===== src/rtl/hkspi_pkg.sv =====
// Shared constants for the housekeeping SPI slave: command codes, register map,
// register reset values and the serial-protocol state encoding.
package hkspi_pkg;

    localparam logic [7:0] CMD_WRITE = 8'h80;
    localparam logic [7:0] CMD_READ  = 8'h40;
    localparam logic [7:0] CMD_RW    = 8'hC0;

    localparam logic [7:0] REG_MFGR_HI   = 8'd1;
    localparam logic [7:0] REG_MFGR_LO   = 8'd2;
    localparam logic [7:0] REG_PROD      = 8'd3;
    localparam logic [7:0] REG_USER_HI   = 8'd4;
    localparam logic [7:0] REG_USER_MID  = 8'd5;
    localparam logic [7:0] REG_USER_LO   = 8'd6;
    localparam logic [7:0] REG_EXTRST    = 8'd7;
    localparam logic [7:0] REG_PLLENA    = 8'd8;
    localparam logic [7:0] REG_PLLBYP    = 8'd9;
    localparam logic [7:0] REG_IRQ       = 8'd10;
    localparam logic [7:0] REG_CPURST    = 8'd11;
    localparam logic [7:0] REG_TRAP      = 8'd12;
    localparam logic [7:0] REG_TRIM_HI   = 8'd13;
    localparam logic [7:0] REG_TRIM_MID  = 8'd14;
    localparam logic [7:0] REG_TRIM_LO   = 8'd15;
    localparam logic [7:0] REG_PLLOUTDIV = 8'd16;
    localparam logic [7:0] REG_PLLDIV_HI = 8'd17;
    localparam logic [7:0] REG_PLLDIV_LO = 8'd18;

    localparam logic        RST_EXTRST    = 1'b0;
    localparam logic [7:0]  RST_PLLENA    = 8'h02;
    localparam logic [7:0]  RST_PLLBYP    = 8'h01;
    localparam logic        RST_IRQ       = 1'b0;
    localparam logic        RST_CPURST    = 1'b0;
    localparam logic [23:0] RST_TRIM      = 24'hFFEFFF;
    localparam logic [7:0]  RST_PLLOUTDIV = 8'h03;
    localparam logic [15:0] RST_PLLDIV    = 16'h1204;

    typedef enum logic [2:0] {
        ST_IDLE,
        ST_CMD,
        ST_ADDR,
        ST_DATA,
        ST_NOP
    } hkspi_state_e;

endpackage


===== src/rtl/hkspi_slave.sv =====
// SPI mode-0 slave oversampled by the system clock: synchronisers, edge detect,
// command/address/data sequencing and the byte-wide register-file handshake.
module hkspi_slave
    import hkspi_pkg::*;
(
    input  logic       clock,
    input  logic       resetb,
    input  logic       sck,
    input  logic       csb,
    input  logic       sdi,
    input  logic [7:0] rdata,
    output logic [7:0] addr,
    output logic [7:0] wdata,
    output logic       wr_strobe,
    output logic       rd_strobe,
    output logic       sdo,
    output logic       sdo_enb
);

    logic [1:0]   sck_sync_q, csb_sync_q, sdi_sync_q;
    logic         sck_prev_q, csb_prev_q;
    hkspi_state_e state_q, state_d;
    logic [2:0]   bitcnt_q, bitcnt_d;
    logic [6:0]   shin_q, shin_d;
    logic [6:0]   shout_q, shout_d;
    logic [7:0]   addr_q, addr_d;
    logic         rd_mode_q, rd_mode_d;
    logic         wr_mode_q, wr_mode_d;
    logic         load_pend_q, load_pend_d;
    logic         sdo_q, sdo_d;
    logic         sdo_enb_q, sdo_enb_d;

    logic       sck_s, csb_s, sdi_s;
    logic       sck_rise, sck_fall, csb_start;
    logic [7:0] in_byte;

    assign sck_s     = sck_sync_q[1];
    assign csb_s     = csb_sync_q[1];
    assign sdi_s     = sdi_sync_q[1];
    assign sck_rise  = !csb_s && sck_s && !sck_prev_q;
    assign sck_fall  = !csb_s && !sck_s && sck_prev_q;
    assign csb_start = csb_prev_q && !csb_s;
    assign in_byte   = {shin_q, sdi_s};

    always_ff @(posedge clock or negedge resetb) begin
        if (!resetb) begin
            sck_sync_q  <= 2'b00;
            csb_sync_q  <= 2'b11;
            sdi_sync_q  <= 2'b00;
            sck_prev_q  <= 1'b0;
            csb_prev_q  <= 1'b1;
            state_q     <= ST_IDLE;
            bitcnt_q    <= 3'd0;
            shin_q      <= 7'd0;
            shout_q     <= 7'd0;
            addr_q      <= 8'd0;
            rd_mode_q   <= 1'b0;
            wr_mode_q   <= 1'b0;
            load_pend_q <= 1'b0;
            sdo_q       <= 1'b0;
            sdo_enb_q   <= 1'b1;
        end else begin
            sck_sync_q  <= {sck_sync_q[0], sck};
            csb_sync_q  <= {csb_sync_q[0], csb};
            sdi_sync_q  <= {sdi_sync_q[0], sdi};
            sck_prev_q  <= sck_s;
            csb_prev_q  <= csb_s;
            state_q     <= state_d;
            bitcnt_q    <= bitcnt_d;
            shin_q      <= shin_d;
            shout_q     <= shout_d;
            addr_q      <= addr_d;
            rd_mode_q   <= rd_mode_d;
            wr_mode_q   <= wr_mode_d;
            load_pend_q <= load_pend_d;
            sdo_q       <= sdo_d;
            sdo_enb_q   <= sdo_enb_d;
        end
    end

    always_comb begin
        state_d     = state_q;
        bitcnt_d    = bitcnt_q;
        shin_d      = shin_q;
        shout_d     = shout_q;
        addr_d      = addr_q;
        rd_mode_d   = rd_mode_q;
        wr_mode_d   = wr_mode_q;
        load_pend_d = load_pend_q;
        sdo_d       = sdo_q;
        sdo_enb_d   = sdo_enb_q;
        wr_strobe   = 1'b0;
        rd_strobe   = 1'b0;

        if (csb_s) begin
            state_d     = ST_IDLE;
            bitcnt_d    = 3'd0;
            load_pend_d = 1'b0;
            sdo_enb_d   = 1'b1;
        end else if (csb_start) begin
            state_d  = ST_CMD;
            bitcnt_d = 3'd0;
        end else begin
            if (sck_rise && (state_q == ST_CMD || state_q == ST_ADDR || state_q == ST_DATA)) begin
                shin_d   = in_byte[6:0];
                bitcnt_d = bitcnt_q + 3'd1;
                if (bitcnt_q == 3'd7) begin
                    case (state_q)
                        ST_CMD: begin
                            case (in_byte)
                                CMD_WRITE: begin wr_mode_d = 1'b1; rd_mode_d = 1'b0; state_d = ST_ADDR; end
                                CMD_READ:  begin wr_mode_d = 1'b0; rd_mode_d = 1'b1; state_d = ST_ADDR; end
                                CMD_RW:    begin wr_mode_d = 1'b1; rd_mode_d = 1'b1; state_d = ST_ADDR; end
                                default:   state_d = ST_NOP;
                            endcase
                        end
                        ST_ADDR: begin
                            addr_d      = in_byte;
                            load_pend_d = rd_mode_q;
                            state_d     = ST_DATA;
                        end
                        default: begin
                            // The byte completes here: commit it, then advance so the
                            // following falling edge prefetches the next address.
                            wr_strobe   = wr_mode_q;
                            addr_d      = addr_q + 8'd1;
                            load_pend_d = rd_mode_q;
                        end
                    endcase
                end
            end

            if (sck_fall && state_q == ST_DATA && rd_mode_q) begin
                if (load_pend_q) begin
                    rd_strobe   = 1'b1;
                    sdo_d       = rdata[7];
                    shout_d     = rdata[6:0];
                    sdo_enb_d   = 1'b0;
                    load_pend_d = 1'b0;
                end else begin
                    sdo_d   = shout_q[6];
                    shout_d = {shout_q[5:0], 1'b0};
                end
            end
        end
    end

    assign addr    = addr_q;
    assign wdata   = in_byte;
    assign sdo     = sdo_q;
    assign sdo_enb = sdo_enb_q;

endmodule


===== src/rtl/housekeeping_spi.sv =====
// Housekeeping register file (ID, PLL, DCO trim, reset controls) reachable from
// an off-chip host through the hkspi_slave serial interface.
module housekeeping_spi
    import hkspi_pkg::*;
#(
    parameter logic [11:0] MFGR_ID = 12'h456,
    parameter logic [7:0]  PROD_ID = 8'h10,
    parameter logic [23:0] USER_ID = 24'h000000
) (
    input  logic        clock,
    input  logic        resetb,
    input  logic        sck,
    input  logic        csb,
    input  logic        sdi,
    output logic        sdo,
    output logic        sdo_enb,
    input  logic        trap,
    output logic        ext_reset,
    output logic [7:0]  pll_ena,
    output logic [7:0]  pll_bypass,
    output logic        irq_spi,
    output logic        cpu_reset,
    output logic [23:0] dco_trim,
    output logic [7:0]  pll_outdiv,
    output logic [15:0] pll_div
);

    logic [7:0] addr, wdata, rdata, rd_mux;
    logic       wr_strobe, rd_strobe;

    logic        ext_reset_q, ext_reset_d;
    logic [7:0]  pll_ena_q, pll_ena_d;
    logic [7:0]  pll_bypass_q, pll_bypass_d;
    logic        irq_spi_q, irq_spi_d;
    logic        cpu_reset_q, cpu_reset_d;
    logic [23:0] dco_trim_q, dco_trim_d;
    logic [7:0]  pll_outdiv_q, pll_outdiv_d;
    logic [15:0] pll_div_q, pll_div_d;

    hkspi_slave u_slave (
        .clock     (clock),
        .resetb    (resetb),
        .sck       (sck),
        .csb       (csb),
        .sdi       (sdi),
        .rdata     (rdata),
        .addr      (addr),
        .wdata     (wdata),
        .wr_strobe (wr_strobe),
        .rd_strobe (rd_strobe),
        .sdo       (sdo),
        .sdo_enb   (sdo_enb)
    );

    always_ff @(posedge clock or negedge resetb) begin
        if (!resetb) begin
            ext_reset_q  <= RST_EXTRST;
            pll_ena_q    <= RST_PLLENA;
            pll_bypass_q <= RST_PLLBYP;
            irq_spi_q    <= RST_IRQ;
            cpu_reset_q  <= RST_CPURST;
            dco_trim_q   <= RST_TRIM;
            pll_outdiv_q <= RST_PLLOUTDIV;
            pll_div_q    <= RST_PLLDIV;
        end else begin
            ext_reset_q  <= ext_reset_d;
            pll_ena_q    <= pll_ena_d;
            pll_bypass_q <= pll_bypass_d;
            irq_spi_q    <= irq_spi_d;
            cpu_reset_q  <= cpu_reset_d;
            dco_trim_q   <= dco_trim_d;
            pll_outdiv_q <= pll_outdiv_d;
            pll_div_q    <= pll_div_d;
        end
    end

    always_comb begin
        ext_reset_d  = ext_reset_q;
        pll_ena_d    = pll_ena_q;
        pll_bypass_d = pll_bypass_q;
        irq_spi_d    = irq_spi_q;
        cpu_reset_d  = cpu_reset_q;
        dco_trim_d   = dco_trim_q;
        pll_outdiv_d = pll_outdiv_q;
        pll_div_d    = pll_div_q;
        if (wr_strobe) begin
            case (addr)
                REG_EXTRST:    ext_reset_d           = wdata[0];
                REG_PLLENA:    pll_ena_d             = wdata;
                REG_PLLBYP:    pll_bypass_d          = wdata;
                REG_IRQ:       irq_spi_d             = wdata[0];
                REG_CPURST:    cpu_reset_d           = wdata[0];
                REG_TRIM_HI:   dco_trim_d[23:16]     = wdata;
                REG_TRIM_MID:  dco_trim_d[15:8]      = wdata;
                REG_TRIM_LO:   dco_trim_d[7:0]       = wdata;
                REG_PLLOUTDIV: pll_outdiv_d          = wdata;
                REG_PLLDIV_HI: pll_div_d[15:8]       = wdata;
                REG_PLLDIV_LO: pll_div_d[7:0]        = wdata;
                default:       ;
            endcase
        end
    end

    always_comb begin
        rd_mux = 8'h00;
        case (addr)
            REG_MFGR_HI:   rd_mux = {4'h0, MFGR_ID[11:8]};
            REG_MFGR_LO:   rd_mux = MFGR_ID[7:0];
            REG_PROD:      rd_mux = PROD_ID;
            REG_USER_HI:   rd_mux = USER_ID[23:16];
            REG_USER_MID:  rd_mux = USER_ID[15:8];
            REG_USER_LO:   rd_mux = USER_ID[7:0];
            REG_EXTRST:    rd_mux = {7'd0, ext_reset_q};
            REG_PLLENA:    rd_mux = pll_ena_q;
            REG_PLLBYP:    rd_mux = pll_bypass_q;
            REG_IRQ:       rd_mux = {7'd0, irq_spi_q};
            REG_CPURST:    rd_mux = {7'd0, cpu_reset_q};
            REG_TRAP:      rd_mux = {7'd0, trap};
            REG_TRIM_HI:   rd_mux = dco_trim_q[23:16];
            REG_TRIM_MID:  rd_mux = dco_trim_q[15:8];
            REG_TRIM_LO:   rd_mux = dco_trim_q[7:0];
            REG_PLLOUTDIV: rd_mux = pll_outdiv_q;
            REG_PLLDIV_HI: rd_mux = pll_div_q[15:8];
            REG_PLLDIV_LO: rd_mux = pll_div_q[7:0];
            default:       rd_mux = 8'h00;
        endcase
    end

    // Read data is only meaningful while the slave is loading its shift-out register.
    assign rdata = rd_strobe ? rd_mux : 8'h00;

    assign ext_reset  = ext_reset_q;
    assign pll_ena    = pll_ena_q;
    assign pll_bypass = pll_bypass_q;
    assign irq_spi    = irq_spi_q;
    assign cpu_reset  = cpu_reset_q;
    assign dco_trim   = dco_trim_q;
    assign pll_outdiv = pll_outdiv_q;
    assign pll_div    = pll_div_q;

endmodule


===== config.mk =====
export PLATFORM = sky130hd
export DESIGN_NAME = housekeeping_spi
export DESIGN_NICKNAME = d
export VERILOG_FILES = /design/src/rtl/hkspi_pkg.sv /design/src/rtl/hkspi_slave.sv /design/src/rtl/housekeeping_spi.sv
export SDC_FILE = /design/constraint.sdc
export NUM_CORES = 1
export LEC_CHECK = 0
export ABC_CLOCK_PERIOD_IN_PS = 2500
export CORE_MARGIN = 1.5
export CORE_UTILIZATION = 49
export CTS_CLUSTER_DIAMETER = 30
export DETAILED_ROUTE_END_ITERATION = 6
export PLACE_DENSITY = 0.81
export SETUP_SLACK_MARGIN = 0.1
export SYNTH_ARGS = -nofsm -noshare
export SYNTH_HDL_FRONTEND = slang
export SYNTH_SLANG_ARGS = --single-unit

===== constraint.sdc =====
create_clock -name clock -period 2.5 [get_ports clock]
set_input_delay 0.5 -clock clock [delete_from_list [all_inputs] [get_ports clock]]
set_output_delay 0.5 -clock clock [all_outputs]
set_load 0.03 [all_outputs]

# After elaboration in Yosys (flattened, before gate mapping)

Index checks and enable logic that the tools add are counted.

Memories: 0
Bits in writable memories: 0
Flip-flop bits (word level): 108
Word-level logic and storage cells: 132
ROM bits: 0
Latch bits: 0

Mux-type cells: 36
Add/sub/neg operators: 2
Equal/unequal tests: 23
Magnitude comparators: 0
Multipliers: 0
Div/mod/pow operators: 0
Shift-type cells: 0
Reduce and logical (&&, ||, !) cells: 42
Bitwise operators: 3

Operators with widths:

| kind                  | number |
|---|---|
| $pmux W8 S15          | 1 |
| $eq A8 B4 Y1 const B  | 8 |
| $eq A8 B5 Y1 const B  | 3 |
| $mux W3               | 8 |
| $reduce_and A2 Y1     | 11 |
| $mux W1               | 21 |
| $eq A8 B2 Y1 const B  | 2 |
| $eq A8 B8 Y1 const B  | 2 |
| $pmux W8 S2           | 1 |
| $reduce_and A3 Y1     | 4 |
| $reduce_and A6 Y1     | 2 |
| $add A8 B1 Y8 const B | 1 |
| $eq A8 B1 Y1 const B  | 1 |
| $eq A8 B3 Y1 const B  | 1 |
| $eq A8 B7 Y1 const B  | 1 |
| $logic_and A1 B1 Y1   | 8 |
| $mux W8               | 1 |
| $reduce_bool A2 Y1    | 4 |
| $mux W7               | 1 |
| $eq A3 B2 Y1 const B  | 2 |
| $pmux W3 S2           | 1 |
| $reduce_bool A3 Y1    | 2 |
| $reduce_or A2 Y1      | 3 |
| $reduce_and A5 Y1     | 1 |
| 10 further kinds      | 16 |

# Depth between registers and ports, before layout

Word-level depth: 10
Gate-level depth with buffers: 8

# Hierarchy

A second synthesis with hierarchy kept.

Cell total of the unflattened synthesis: 458
Area total of the unflattened synthesis: 5451.5 sq um

By module, submodules not included:

| module           | sequential area each (sq um) | instances | area each (sq um) | cells each |
|---|---|---|---|---|
| housekeeping_spi | 1714.1                       | 1         | 3505.9            | 278 |
| hkspi_slave      | 1031.0                       | 1         | 1945.6            | 180 |

# Worst setup path before layout

OpenSTA, ideal clock, no wires.

Kind: register -> register
Start point: reg u_slave.csb_sync_q[1]
End point: reg pll_div_q[10], in the netlist pll_div[10]
Data arrival time: 2.299 ns
Required time: 2.375 ns
Stages on the path, launching flop included: 8
Library setup time: 0.125 ns
Period minus slack after synthesis: 2.424 ns
Path buffers: 2
Setup slack: 0.076 ns
Cells stage by stage: dfstp_2 > buf_6 > nor4b_4 > nand3_2 > or3_1 > buf_2 > nor4_4 > mux2_2

Word-level cells in the longest chain between the ends: 8
Elaborated cells between the ends (all ways): 9

Ends and longest elaborated chain:

| what                              | RTL line                             | text |
|---|---|---|
| start: declaration                | hkspi_slave.sv:20                    | `logic [1:0] sck_sync_q, csb_sync_q, sdi_sync_q;` |
| start signal: assignment          | hkspi_slave.sv:64                    | `csb_sync_q <= {csb_sync_q[0], csb};` |
| $logic_not A1 Y1                  | hkspi_slave.sv:40, hkspi_slave.sv:42 |  |
| $logic_and A1 B1 Y1 (2 in series) | hkspi_slave.sv:40                    | `assign sck_rise = !csb_s && sck_s && !sck_prev_q;` |
| $logic_and A1 B1 Y1               | hkspi_slave.sv:104                   | `if (sck_rise && (state_q == ST_CMD \|\| state_q == ST_ADDR \|\| state_q == ST_DATA)) begin` |
| $mux W1                           | hkspi_slave.sv:104                   |  |
| $mux W1                           | hkspi_slave.sv:100                   | `end else if (csb_start) begin` |
| $mux W1 (*)                       | hkspi_slave.sv:95                    | `if (csb_s) begin` |
| $reduce_and A2 Y1 (no line) (*)   | --                                   |  |
| end signal: assignment            | housekeeping_spi.sv:73               | `pll_div_q <= pll_div_d;` |
| end: declaration                  | housekeeping_spi.sv:38               | `logic [15:0] pll_div_q, pll_div_d;` |

Every way passes the cells marked *; elsewhere a longest branch is shown, timed or not.
A chain may end at the register's enable or synchronous reset.

# Final worst setup path

Start point: reg u_slave.addr_q[4], in the netlist u_slave.addr[4]
End point: reg dco_trim_q[4], in the netlist dco_trim[4]

Word-level cells in the longest chain between the ends: 2

Ends and longest elaborated chain:

| what                        | RTL line               | text |
|---|---|---|
| start: declaration          | hkspi_slave.sv:26      | `logic [7:0] addr_q, addr_d;` |
| start signal: assignment    | hkspi_slave.sv:72      | `addr_q <= addr_d;` |
| $eq A8 B4 Y1                | housekeeping_spi.sv:87 | `case (addr)` |
| $reduce_and A2 Y1 (no line) | --                     |  |
| end signal: assignment      | housekeeping_spi.sv:71 | `dco_trim_q <= dco_trim_d;` |
| end: declaration            | housekeeping_spi.sv:36 | `logic [23:0] dco_trim_q, dco_trim_d;` |

No other way between the ends.

==> results.py <==
metrics = {
    "sta": {
        "min_period_ps": 2310,
        "rsz0062_at_grt": "true",
        "hold_viol": 0,
        "worst_pin_slew_ps": 739,
        "post-route-period-util_pct": 92.4,
        "finalSetupViolCount": 0,
        "relSlewSlack_pct": 50.6,
        "final.setup.tns_ps": 0,
        "maxSlewViolCount": 0,
        "max_freq_mhz": 433,
        "fin_skew_ps": 14.4,
    },
    "setup_path": {
        "start_kind": "flop",
        "reg2regPathDepth": 5,
        "path_max_fanout": 7,
        "critical_path_class": "flop to flop",
        "endpoint_kind": "flop",
        "reg2reg_to": "dco_trim[4]",
        "ff2ff_setup_slack_ps": 190,
        "reg2reg_from": "u_slave.addr[4]",
        "required_ps": 2810,
        "cp.arrival_ps": 2620,
    },
    "synth": {
        "synth_ff_type": "dfrtp_1",
        "syn_inst": 451,
        "syn_avg_cell_area_um2": 11.6,
        "ys_seq_area_share_pct": 52.5,
        "synthesis.area_um2": 5230,
        "synth_edf_count": 0,
        "synthDistinctLibCells": 54,
        "mappedNetlistNets": 463,
        "yosysWarnings": 0,
        "ys_seq_elements": 108,
        "synthArstFlopShare_pct": 100,
    },
    "floorplan": {
        "io_pins": 75,
        "die_area_um2": 11300,
        "rows": 37,
        "core_um2": 10300,
        "fp.dieH_um": 106,
        "die_x_um": 106,
        "start_util_pct": 50.7,
    },
    "power": {
        "peakVddDrop_mv": 0.283,
        "p_per_area_nw_per_um2": 442,
        "total_power_uw": 2900,
        "leakage_uw": 0.00281,
    },
    "global_route": {
        "overflow": 0,
        "grt_max_degree": 51,
        "grt_util_all_layers_pct": 27.3,
        "grt_pass1_vias": 4209,
        "grt_pass1_wl_um": 23600,
        "grt_antenna_before_repair": 0,
    },
    "route": {
        "vias_per_cell": 6.23,
        "drc_errors": 0,
        "firstDrtPassIters": 7,
        "wl_per_cell_um": 21.4,
        "drtAntennaViolNets": 0,
        "drt_iter0_markers": 438,
        "vias": 4285,
        "finalWirelength_um": 14700,
    },
    "job": {
        "cap_violations": 0,
    },
    "cells_and_area": {
        "drive_gt1_share_pct": 33.2,
        "final_area_um2": 6550,
        "syn_to_final_growth_pct": 25.1,
        "fill_cells": 802,
        "fin_nets": 559,
        "final_cell_count_no_fill": 688,
        "antenna_cells": 0,
        "fin_util_pct": 63.4,
    },
    "clocking": {
        "clock-sinks": 108,
        "cts_buffers": 9,
        "cts_hold_buf": 0,
        "clk_latency_ps": 380,
        "clk_pin_slew_worst_paths_ps": 110,
        "cts_tree": "built",
        "cts_htree_levels": 3,
        "postCtsSetupBuffers": 0,
        "cts_buffer_depth": 2,
        "root_buffer": "clkbuf_8",
    },
    "placement": {
        "portBuffers": 74,
        "place_congestion": 0.932,
        "hpwl_um": 10600,
        "place_inst": 672,
        "dpl-instance-area_um2": 6340,
    },
    "min_path": {
        "min_path_type": "primary input to asynchronous set/reset pin",
    },
    "run_status": {
        "status": "finished, final reports clean",
    },
}
critical path: stages, from the launching register on:
cell	delay (ps)
dfrtp_1	480
nor2b_1	620
nand2_1	340
nor3_4	290
buf_4	180
mux2_2	330
timing repair:
item | 4_1_cts | 5_1_grt
endpoints found under the setup margin | 0 | 32
endpoints found under the hold margin | 0 | 0
resized for setup | 0 | 6
state kept, by name, indices dropped and copies added (netlist names), 2 cells and up:
register,cells
dco_trim,24
pll_bypass,8
pll_div,16
pll_ena,8
pll_outdiv,8
u_slave.addr,8
u_slave.bitcnt_q,3
u_slave.csb_sync_q,2
u_slave.sck_sync_q,2
u_slave.sdi_sync_q,2
u_slave.shin_q,7
u_slave.shout_q,7
u_slave.state_q,3
stage by stage:
step                setup WS [ps]  hold WS [ps]
floorplan                     113           204
global placement             97.1           333
detailed placement            145           343
CTS                           122           160
global route                 42.8           192
finish                        190           143
area by class of cell:
type / count / area (µm²) / area share [%]
clock buffer: 9 / 124 / 1.89
inverter: 8 / 30.0 / 0.459
timing repair buffer: 117 / 1070 / 16.4
clock inverter: 7 / 57.6 / 0.879
sequential: 108 / 2750 / 41.9
multi-input combinational: 303 / 2340 / 35.8
tap: 136 / 170 / 2.60
where the power goes:
| group | internal, µW | switching (µW) | leakage [µW] |
|---|---|---|---|
| registers | 1760 | 16.7 | 0.00137 |
| logic | 28.7 | 60.2 | 0.00135 |
| clock network | 379 | 649 | 0.0000934 |
cells in the mapped netlist (2+ instances only):
| cell | count | area, µm² |
|---|---|---|
| nor4_1 | 7 | 43.8 |
| clkbuf_1 | 26 | 97.6 |
| mux2_2 | 75 | 845 |
| a222oi_1 | 3 | 30.0 |
| a211oi_1 | 3 | 22.5 |
| and3_1 | 9 | 56.3 |
| or2_2 | 3 | 18.8 |
| nor3_2 | 2 | 20.0 |
| a22oi_1 | 16 | 120 |
| dfrtp_1 | 74 | 1850 |
| a221oi_1 | 2 | 17.5 |
| nor2_1 | 21 | 78.8 |
| o211ai_1 | 3 | 22.5 |
| o22ai_1 | 10 | 62.6 |
| nor2b_1 | 9 | 56.3 |
| a21oi_1 | 21 | 105 |
| nand3_1 | 11 | 55.1 |
| and2_1 | 2 | 12.5 |
| o21ai_0 | 20 | 100 |
| nand2_1 | 19 | 71.3 |
| buf_2 | 4 | 20.0 |
| xnor2_1 | 2 | 17.5 |
| inv_1 | 8 | 30.0 |
| a22o_1 | 5 | 43.8 |
| dfstp_2 | 34 | 893 |
| mux2i_1 | 10 | 100 |
| ha_1 | 6 | 75.1 |
| or3_1 | 2 | 12.5 |
| nor3_1 | 6 | 30.0 |
| nand2b_1 | 7 | 43.8 |
| nand3b_1 | 2 | 15.0 |
| nand4_1 | 7 | 43.8 |
layout by cell type, fill, tap and decap left out, drive strengths merged, types with 8 or more instances in the layout:
master / count
buf: 44
dfrtp: 74
dfstp: 34
o21ai: 20
o22ai: 10
nor3: 8
and3: 9
mux2i: 10
a21oi: 21
a22oi: 16
nand2: 19
clkdlybuf4s50: 73
nor2b: 9
inv: 11
mux2: 75
nand3: 12
nor2: 21
nor4: 9
clkbuf: 9
how the worst max path moves through the flow:
stage | startpoint | to | slack [ps] | cells after the start
floorplan | u_slave.csb_sync_q[1] | pll_div[0] | 110 | 7
CTS | u_slave.state_q[2] | dco_trim[4] | 120 | 6
global placement | u_slave.addr[0] | u_slave.shout_q[2] | 100 | 8
global route | u_slave.addr[0] | u_slave.shout_q[2] | 40 | 8
detailed placement | u_slave.state_q[2] | dco_trim[2] | 150 | 6
finish | u_slave.addr[4] | dco_trim[4] | 190 | 5
routing by layer:
metal	vias up	routed length (µm)	GRT usage [%]	part of all wire, %
li1	1854	-	-	-
met1	2145	6430	40.4	44
met2	254	6770	41.5	46
met3	32	1290	4.35	8.7
met4	0	259	7.72	1.8
met5	-	0	0	0
cells by family after synthesis:
kind of cell             synth area share, %
AND/OR/NAND/NOR                         12.8
flip-flops                              52.5
AO/OA/AOI/OAI                           11.8
multiplexers                            18.1
buffers and inverters                   3.11
adder cells (fa/ha/maj)                 1.44
XOR/XNOR                               0.335
Note: power is estimated with default switching activity, not from simulation.
